$ cat src/rtl/ifmaps_pkg.sv
// Shared definitions for the ifmap stream unpacker and the preload stage.
//   ACT_W          : bits per activation
//   LANES_PER_BEAT : activations packed into one stream beat
//   state_t        : unpacker FSM states
//   ch_eff_clamp   : maps a raw input_channel value onto 1..mac_num
package ifmaps_pkg;
  localparam int ACT_W          = 5;
  localparam int LANES_PER_BEAT = 6;
  localparam int BEAT_BITS      = ACT_W * LANES_PER_BEAT;

  typedef enum logic {FILL = 1'b0, HOLD = 1'b1} state_t;

  // 0 and anything above the lane count both mean "use every lane".
  function automatic logic [8:0] ch_eff_clamp(input logic [8:0] ch, input int mac_num);
    if (ch == 9'd0 || int'(ch) > mac_num) return 9'(mac_num);
    return ch;
  endfunction
endpackage

$ cat src/rtl/ifmaps_lane_writer.sv
// Per-lane write decode for the vector register.
//   i_en       : a beat is being accepted this cycle
//   i_lane_idx : first lane written by this beat
//   i_ch_eff   : active lane count; lanes at or above it are never written
//   i_acts     : six packed activations of the beat
//   o_we       : per-lane write enable
//   o_data     : per-lane write data, lane i at [5i+4:5i]
module ifmaps_lane_writer
  import ifmaps_pkg::*;
#(
  parameter int MAC_NUM = 256
) (
  input  logic                     i_en,
  input  logic [8:0]               i_lane_idx,
  input  logic [8:0]               i_ch_eff,
  input  logic [BEAT_BITS-1:0]     i_acts,
  output logic [MAC_NUM-1:0]       o_we,
  output logic [ACT_W*MAC_NUM-1:0] o_data
);
  for (genvar i = 0; i < MAC_NUM; i++) begin : g_lane
    logic [9:0]       w_off;
    logic [ACT_W-1:0] w_act;

    // Lanes below the pointer wrap to a large offset and fall out of range.
    assign w_off   = 10'(i) - {1'b0, i_lane_idx};
    assign o_we[i] = i_en && (w_off < 10'(LANES_PER_BEAT)) && (10'(i) < {1'b0, i_ch_eff});

    always_comb begin
      w_act = '0;
      for (int k = 0; k < LANES_PER_BEAT; k++)
        if (w_off[2:0] == 3'(k)) w_act = i_acts[ACT_W*k +: ACT_W];
    end

    assign o_data[ACT_W*i +: ACT_W] = w_act;
  end
endmodule

$ cat src/rtl/axis_ifmaps_unpack.sv
// AXI-Stream slave that packs 6 activations per beat into a full MAC vector.
//   clk, rst          : clock, synchronous active-high reset
//   s_axis_*          : ifmap word stream (tdata[29:0] = 6 x 5-bit activations)
//   input_channel     : active lanes per vector (0 or >MAC_NUM => MAC_NUM)
//   m_vec_data/valid  : assembled vector, held stable until m_vec_ready
//   m_vec_ready       : consumer (preload FIFO not-full)
//   tlast_err         : one-cycle pulse after a tlast that cut a vector short
module axis_ifmaps_unpack
  import ifmaps_pkg::*;
#(
  parameter int C_S_AXIS_TDATA_WIDTH = 32,
  parameter int MAC_NUM              = 256
) (
  input  logic                            clk,
  input  logic                            rst,
  input  logic [C_S_AXIS_TDATA_WIDTH-1:0] s_axis_tdata,
  input  logic                            s_axis_tvalid,
  output logic                            s_axis_tready,
  input  logic                            s_axis_tlast,
  input  logic [8:0]                      input_channel,
  output logic [ACT_W*MAC_NUM-1:0]        m_vec_data,
  output logic                            m_vec_valid,
  input  logic                            m_vec_ready,
  output logic                            tlast_err
);
  state_t                   r_state;
  logic [8:0]               r_lane_idx;
  logic [8:0]               r_ch_eff;
  logic [8:0]               w_ch_cur;
  logic                     w_accept;
  logic                     w_done;
  logic [MAC_NUM-1:0]       w_we;
  logic [ACT_W*MAC_NUM-1:0] w_wdata;

  if (C_S_AXIS_TDATA_WIDTH > BEAT_BITS) begin : g_spare
    logic w_unused_tdata;
    assign w_unused_tdata = ^s_axis_tdata[C_S_AXIS_TDATA_WIDTH-1:BEAT_BITS];
  end

  // Channel count is taken live on the first beat, then frozen for the vector.
  assign w_ch_cur      = (r_lane_idx == 9'd0) ? ch_eff_clamp(input_channel, MAC_NUM) : r_ch_eff;
  assign s_axis_tready = (r_state == FILL) & ~rst;
  assign w_accept      = s_axis_tvalid & s_axis_tready;
  assign w_done        = ({1'b0, r_lane_idx} + 10'(LANES_PER_BEAT)) >= {1'b0, w_ch_cur};

  ifmaps_lane_writer #(.MAC_NUM(MAC_NUM)) u_writer (
    .i_en       (w_accept),
    .i_lane_idx (r_lane_idx),
    .i_ch_eff   (w_ch_cur),
    .i_acts     (s_axis_tdata[BEAT_BITS-1:0]),
    .o_we       (w_we),
    .o_data     (w_wdata)
  );

  always_ff @(posedge clk) begin
    if (rst) begin
      r_state     <= FILL;
      r_lane_idx  <= '0;
      r_ch_eff    <= '0;
      m_vec_data  <= '0;
      m_vec_valid <= 1'b0;
      tlast_err   <= 1'b0;
    end else begin
      tlast_err <= 1'b0;
      case (r_state)
        FILL: if (w_accept) begin
          if (r_lane_idx == 9'd0) r_ch_eff <= w_ch_cur;
          for (int i = 0; i < MAC_NUM; i++)
            if (w_we[i]) m_vec_data[ACT_W*i +: ACT_W] <= w_wdata[ACT_W*i +: ACT_W];
          // An early tlast closes the vector with whatever lanes were written.
          if (w_done || s_axis_tlast) begin
            r_state     <= HOLD;
            m_vec_valid <= 1'b1;
            r_lane_idx  <= '0;
            tlast_err   <= s_axis_tlast & ~w_done;
          end else begin
            r_lane_idx <= r_lane_idx + 9'(LANES_PER_BEAT);
          end
        end
        HOLD: if (m_vec_ready) begin
          // Clearing here keeps unwritten lanes of the next vector at zero.
          r_state     <= FILL;
          m_vec_valid <= 1'b0;
          m_vec_data  <= '0;
        end
        default: r_state <= FILL;
      endcase
    end
  end
endmodule

$ cat config.mk
export PLATFORM = sky130hd
export DESIGN_NAME = axis_ifmaps_unpack
export DESIGN_NICKNAME = d
export VERILOG_FILES = /design/src/rtl/ifmaps_pkg.sv /design/src/rtl/ifmaps_lane_writer.sv /design/src/rtl/axis_ifmaps_unpack.sv
export SDC_FILE = /design/constraint.sdc
export NUM_CORES = 2
export LEC_CHECK = 0
export ABC_AREA = 1
export CORE_AREA = 5 5 518 520
export DETAILED_ROUTE_END_ITERATION = 8
export DIE_AREA = 0 0 523 525
export SYNTH_ARGS = -nofsm -noshare
export SYNTH_HDL_FRONTEND = slang
export SYNTH_SLANG_ARGS = --single-unit
export TNS_END_PERCENT = 100
$ cat constraint.sdc
create_clock -name clk -period 5.4 [get_ports clk]
set_input_delay 1.08 -clock clk [delete_from_list [all_inputs] [get_ports clk]]
set_output_delay 1.08 -clock clk [all_outputs]
set_load 0.005 [all_outputs]
# After elaboration in Yosys (flattened, before gate mapping)
# Index checks and enable logic that the tools add are counted.
[totals] ff_bits=1301 inputBits=46 word_cells=5420
[classes] addsub=258 n_lt_le_gt_ge=514 n_eq_ne=1539 mux=1808 bitwise=8 n_reduce_logical=1032
[ops] cell="$mux 5" n=1792
[ops] cell="$lt 10x3->1 const B" n=256
[ops] cell="$mux 1280" n=2
[ops] cell="$pmux 1280 s2" n=1
[ops] cell="$eq 3x2->1 const B" n=512
[ops] cell="$eq 3x3->1 const B" n=512
[ops] cell="$sub 8x9->10 const A" n=128
[ops] cell="$lt 8x9->1 const A" n=128
[ops] cell="$reduce_and 3->1" n=258
[ops] cell="$eq 3x1->1 const B" n=256
[ops] cell="$logic_not 3->1" n=256
[ops] cell="$sub 7x9->10 const A" n=64
[ops] cell="$lt 7x9->1 const A" n=64
[ops] cell="$ne 2x1->1 const B" n=258
[ops] cell="$logic_and 1x1->1" n=512
[ops] cell="$sub 6x9->10 const A" n=32
[ops] cell="$lt 6x9->1 const A" n=32
[ops] cell="$sub 5x9->10 const A" n=16
[ops] cell="$lt 5x9->1 const A" n=16
[ops] cell="$sub 4x9->10 const A" n=8
[ops] cell="$lt 4x9->1 const A" n=8
[ops] cell="$sub 3x9->10 const A" n=4
[ops] cell="$lt 3x9->1 const A" n=4
[ops] cell="$mux 9" n=4
[ops] cell="17 further kinds" n=36

# Logic depth before layout (Yosys ltp)
[logic_depth] depth_word=11 depth_mapped=25

# By module
# Synthesis repeated with hierarchy kept, for this count alone.
[unflattened] cells_unflattened=11870 area_unflattened_um2=77755.8
[modules_own_cells] mod="axis_ifmaps_unpack" n_inst=1 cells_each=6377 area_each_um2=49199.7
[modules_own_cells] mod="ifmaps_lane_writer" n_inst=1 cells_each=5493 area_each_um2=28556.1

# Worst setup path after synthesis
# Ideal clock, no wire load.
[synth_path] path_kind="register to register" start="reg r_lane_idx[2]" end="reg m_vec_data[40]" setup_ns=0.132 t_arrival_ns=3.459 required_ns=5.268 path_slack_ns=1.809 stages_incl_launch_ff=21 n_path_buf=6 synth_period_minus_slack_ns=3.591 path_cell_list="dfxtp_1 -> buf_2 -> inv_1 -> buf_2 -> ha_1 -> buf_2 -> nand2_1 -> nor2_1 -> ha_1 -> buf_6 -> buf_6 -> or2_1 -> nand2_2 -> nand2_2 -> buf_4 -> o21ai_0 -> a21oi_1 -> nand3_1 -> nand2_1 -> nand2_1 -> a21oi_1"
[synth_via] elab_chain_cells=11
[synth_rtl] item="start, declared" line="axis_ifmaps_unpack.sv:27" rtl="logic [8:0] r_lane_idx;"
[synth_rtl] item="start signal, assigned" line="axis_ifmaps_unpack.sv:77" rtl="r_lane_idx <= r_lane_idx + 9'(LANES_PER_BEAT);"
[synth_rtl] item="$sub 4x9->10" line="ifmaps_lane_writer.sv:25" rtl="assign w_off = 10'(i) - {1'b0, i_lane_idx};"
[synth_rtl] item="$logic_not 3->1" line="ifmaps_lane_writer.sv:31" rtl="if (w_off[2:0] == 3'(k)) w_act = i_acts[ACT_W*k +: ACT_W];"
[synth_rtl] item="$mux 5 (6 in series)" line="ifmaps_lane_writer.sv:31"
[synth_rtl] item="$mux 5" line="axis_ifmaps_unpack.sv:69" rtl="if (w_we[i]) m_vec_data[ACT_W*i +: ACT_W] <= w_wdata[ACT_W*i +: ACT_W];"
[synth_rtl] item="$mux 1280" line="axis_ifmaps_unpack.sv:66" rtl="FILL: if (w_accept) begin"
[synth_rtl] item="$pmux 1280 s2" line="axis_ifmaps_unpack.sv:65" rtl="case (r_state)"
[synth_rtl] item="end signal, assigned by index" line="axis_ifmaps_unpack.sv:69"
[synth_rtl] item="end, declared" line="axis_ifmaps_unpack.sv:21" rtl="output logic [ACT_W*MAC_NUM-1:0] m_vec_data,"
# Parallel ways exist; a longest one is shown, timed or not. The select of a mux whose other input is x is not followed.
# A chain may end at the register's enable or synchronous reset.

# Worst setup path after layout
[layout_path] start="reg r_lane_idx[2]" end="reg m_vec_data[625]"
[layout_via] elab_chain_cells=11
[layout_rtl] item="$sub 7x9->10" line="ifmaps_lane_writer.sv:25"
[layout_rtl] item="$logic_not 3->1" line="ifmaps_lane_writer.sv:31"
[layout_rtl] item="$mux 5 (6 in series)" line="ifmaps_lane_writer.sv:31"
[layout_rtl] item="$mux 5" line="axis_ifmaps_unpack.sv:69"
[layout_rtl] item="$mux 1280" line="axis_ifmaps_unpack.sv:66"
[layout_rtl] item="$pmux 1280 s2" line="axis_ifmaps_unpack.sv:65"
# Parallel ways exist; a longest one is shown, timed or not. The select of a mux whose other input is x is not followed.

==> out/metrics.yaml <==
setup_path:
  reg2reg_slack_ns: 0.54
  critPathLaunchType: "flop"
  crit_required_ns: 6.07
  end_kind: "flop"
  cp_max_fo: 24
  arrival_ns: 5.53
  crit_type: "reg2reg"
  r2r-start: "r_lane_idx[2]$_SDFFE_PP0P_"
  timing.rr.end: "m_vec_data[625]$_SDFFE_PP0P_"
  ff2ff_path_depth: 21
power:
  swShare: 0.3842
  switchingPower_uw: 12000
  p_comb_frac: 0.332
  power.leakage_uw: 0.03903
  p_seq_frac: 0.340
  ir_drop_v: 0.0003223
  p_int_uw: 19240
  clock_power_share: 0.327
  finalPower_uw: 31240
  power_density_nw_per_um2: 336.9
hold_path:
  min_from: "m_vec_data[468]$_SDFFE_PP0P_"
  hold_class: "reg2reg"
  min_path_cells: 2
  hold_path_end: "m_vec_data[468]$_SDFFE_PP0P_"
final_layout:
  mostFrequentLayoutCells: "nand2_1, nor2_1, clkdlybuf4s50_1"
  multi_input_area_um2: 33030
  final-seq-area_um2: 26030
  final_common_cell: "nand2_1"
  syn2layout_area_growth_pct: 47.70
  nNetsFinal: 11400
  drive_gt1_frac: 0.1327
  fill_cells: 28680
drt:
  first_iter_violations: 9402
  wl_um: 496600
  first_pass_iters: 5
  routedWlPerCell_um: 33.12
  vias: 78420
  via_per_inst: 5.230
  drcViolationCount: 0
  antenna_left: 0
synth:
  syn_nets: 9482
  synth_cells: 9395
  synth_edf_count: 0
  async_flop_share: 0
  synth_seq_cells: 1300
  synth.avg_cell_area_um2: 6.683
  synth_cell_types: 54
  yosysSeqAreaShare: 0.4145
  syn-cell-area_um2: 62790
  yosys_most_used_dff: "dfxtp_1"
  ys_warn_count: 0
timing:
  fin_crit_sh: 0.9006
  tns_ns: 0
  max_slew_margin: 0.1624
  finalHoldViolCount: 0
  fin_ws_ns: 0.5367
  maxSlewViolCount: 0
  clock_skew_ns: 0.1052
  setup_violations: 0
  period_needed_ns: 4.863
  rsz0062_at_grt: "false"
  worst_pin_slew_ns: 1.252
  fmax_mhz: 205.6
clock_network:
  cts_resized: 0
  path_clk_slew_ns: 0.06
  cts_hold_buf: 0
  clock_sinks: 1300
  clk_latency_ns: 0.84
  cts_tree: "done"
  cts_made_buffers: 149
  cts_buffer_depth: 3
  root_buffer: "clkbuf_16"
  htreeDepth: 4
  post_cts_buffers: 0
grt:
  grt_max_degree: 201
  grt_pass1_wl_um: 651300
  track_usage: 0.3442
  antenna_found_initial: 63
  overflow: 0
  first_global_vias: 71890
die:
  core_area_um2: 263700
  start_util: 0.2381
  rows: 189
  dieArea_um2: 274600
  die_w_um: 523
  die_y_um: 525
  ios: 1329
placed_design:
  numPortBuffers: 1326
  gp_congestion: 1.141
  pre_cts_ws_ns: 0.09216
  hpwl_um: 387500
run_status:
  outcome: "completed"
job:
  cap_violations: 0
## layout make-up
cell class                 count  area share
multi-input combinational   7129      0.3562
sequential                  1300      0.2807
timing repair buffer        2311      0.2441
tap                         3533     0.04766
clock buffer                 216     0.04626
inverter                     426     0.01759
clock inverter                48    0.006705
antenna                       30   0.0008095
## registers in the layout (all words and copies together), names as in the netlist
register / cells
tlast_err: 1
m_vec_valid: 1
r_lane_idx: 8
r_state: 1
m_vec_data: 1280
r_ch_eff: 9
## stage by stage
stage,instances,utilization,hold WS (ns),cell area (um^2)
6_report,14990,0.3517,0.4607,92740
5_1_grt,14980,0.3516,0.4709,92710
3_3_place_gp,14700,0.3328,0.4459,87760
4_1_cts,14960,0.3515,0.4613,92670
2_1_floorplan,9395,-,0.4361,62790
3_5_place_dp,14700,0.3328,0.4525,87760
## cell families after synthesis
group                    count (synthesis)  share of synthesized area
XOR/XNOR                                53                   0.007632
AND/OR/NAND/NOR                       5052                     0.3422
buffers and inverters                  966                    0.06279
flip-flops                            1300                     0.4145
AO/OA/AOI/OAI                         1983                     0.1647
adder cells (fa/ha/maj)                 41                   0.008170
## how the worst max path moves through the flow
stage | startpoint | end | cells past startpoint
5_1_grt | r_lane_idx[2]$_SDFFE_PP0P_ | m_vec_data[625]$_SDFFE_PP0P_ | 21
3_3_place_gp | input_channel[4] | m_vec_data[766]$_SDFFE_PP0P_ | 18
2_1_floorplan | r_lane_idx[2]$_SDFFE_PP0P_ | m_vec_data[40]$_SDFFE_PP0P_ | 20
6_report | r_lane_idx[2]$_SDFFE_PP0P_ | m_vec_data[625]$_SDFFE_PP0P_ | 21
4_1_cts | r_lane_idx[2]$_SDFFE_PP0P_ | m_vec_data[765]$_SDFFE_PP0P_ | 21
3_5_place_dp | input_channel[4] | m_vec_data[765]$_SDFFE_PP0P_ | 18
## synth_stat cells (all sizes together) (6+ instances only)
cell type,count,share of area
inv,406,0.024
nor2,1476,0.090
a211oi,22,0.0026
or2,6,0.00060
nand3b,48,0.0057
ha,41,0.0082
nor4,14,0.0014
dfxtp,1300,0.41
a31oi,7,0.00070
nor3,113,0.010
xor2,52,0.0074
a21oi,1153,0.093
nand4,89,0.010
nand3,1021,0.082
clkinv,20,0.0012
o21ai,736,0.060
buf,229,0.019
a221oi,31,0.0043
o211ai,24,0.0029
nand2,2273,0.14
clkbuf,311,0.019
## power by group through the flow
stage | Clock [uW] | Combinational, uW | Sequential (uW)
detailed placement | 0 | 10000 | 10800
floorplan | 0 | 3770 | 10800
CTS | 10400 | 10100 | 10600
global placement | 0 | 10100 | 10800
finish | 10200 | 10400 | 10600
global route | 10800 | 10600 | 10700
## metal layers
layer | vias to the layer above | wire length, um | share of wire | global-route usage
met5 | - | 97 | 0.00020 | 0
met4 | 14 | 42100 | 0.085 | 0.2409
li1 | 35020 | - | - | -
met3 | 1222 | 48190 | 0.097 | 0.1020
met2 | 4414 | 214300 | 0.43 | 0.5254
met1 | 37750 | 191900 | 0.39 | 0.4132
## worst max-delay path, stage by stage, from the launching register on
cell and delay, ns:
dfxtp_1 0.34, inv_1 0.11, buf_4 0.26, ha_1 0.33
nand2_1 0.11, nor2_1 0.26, ha_1 0.28, buf_12 0.19
inv_4 0.08, nand2_1 0.06, nand2_1 0.13, nor2_2 0.40
buf_4 0.25, nand2_1 0.07, nand2_2 0.41, inv_1 0.40
nand4_1 0.21, buf_4 0.27, nand2_1 0.14, buf_12 0.20
o21ai_0 0.13, a21oi_1 0.06
Power figures use the tool's default switching activity.
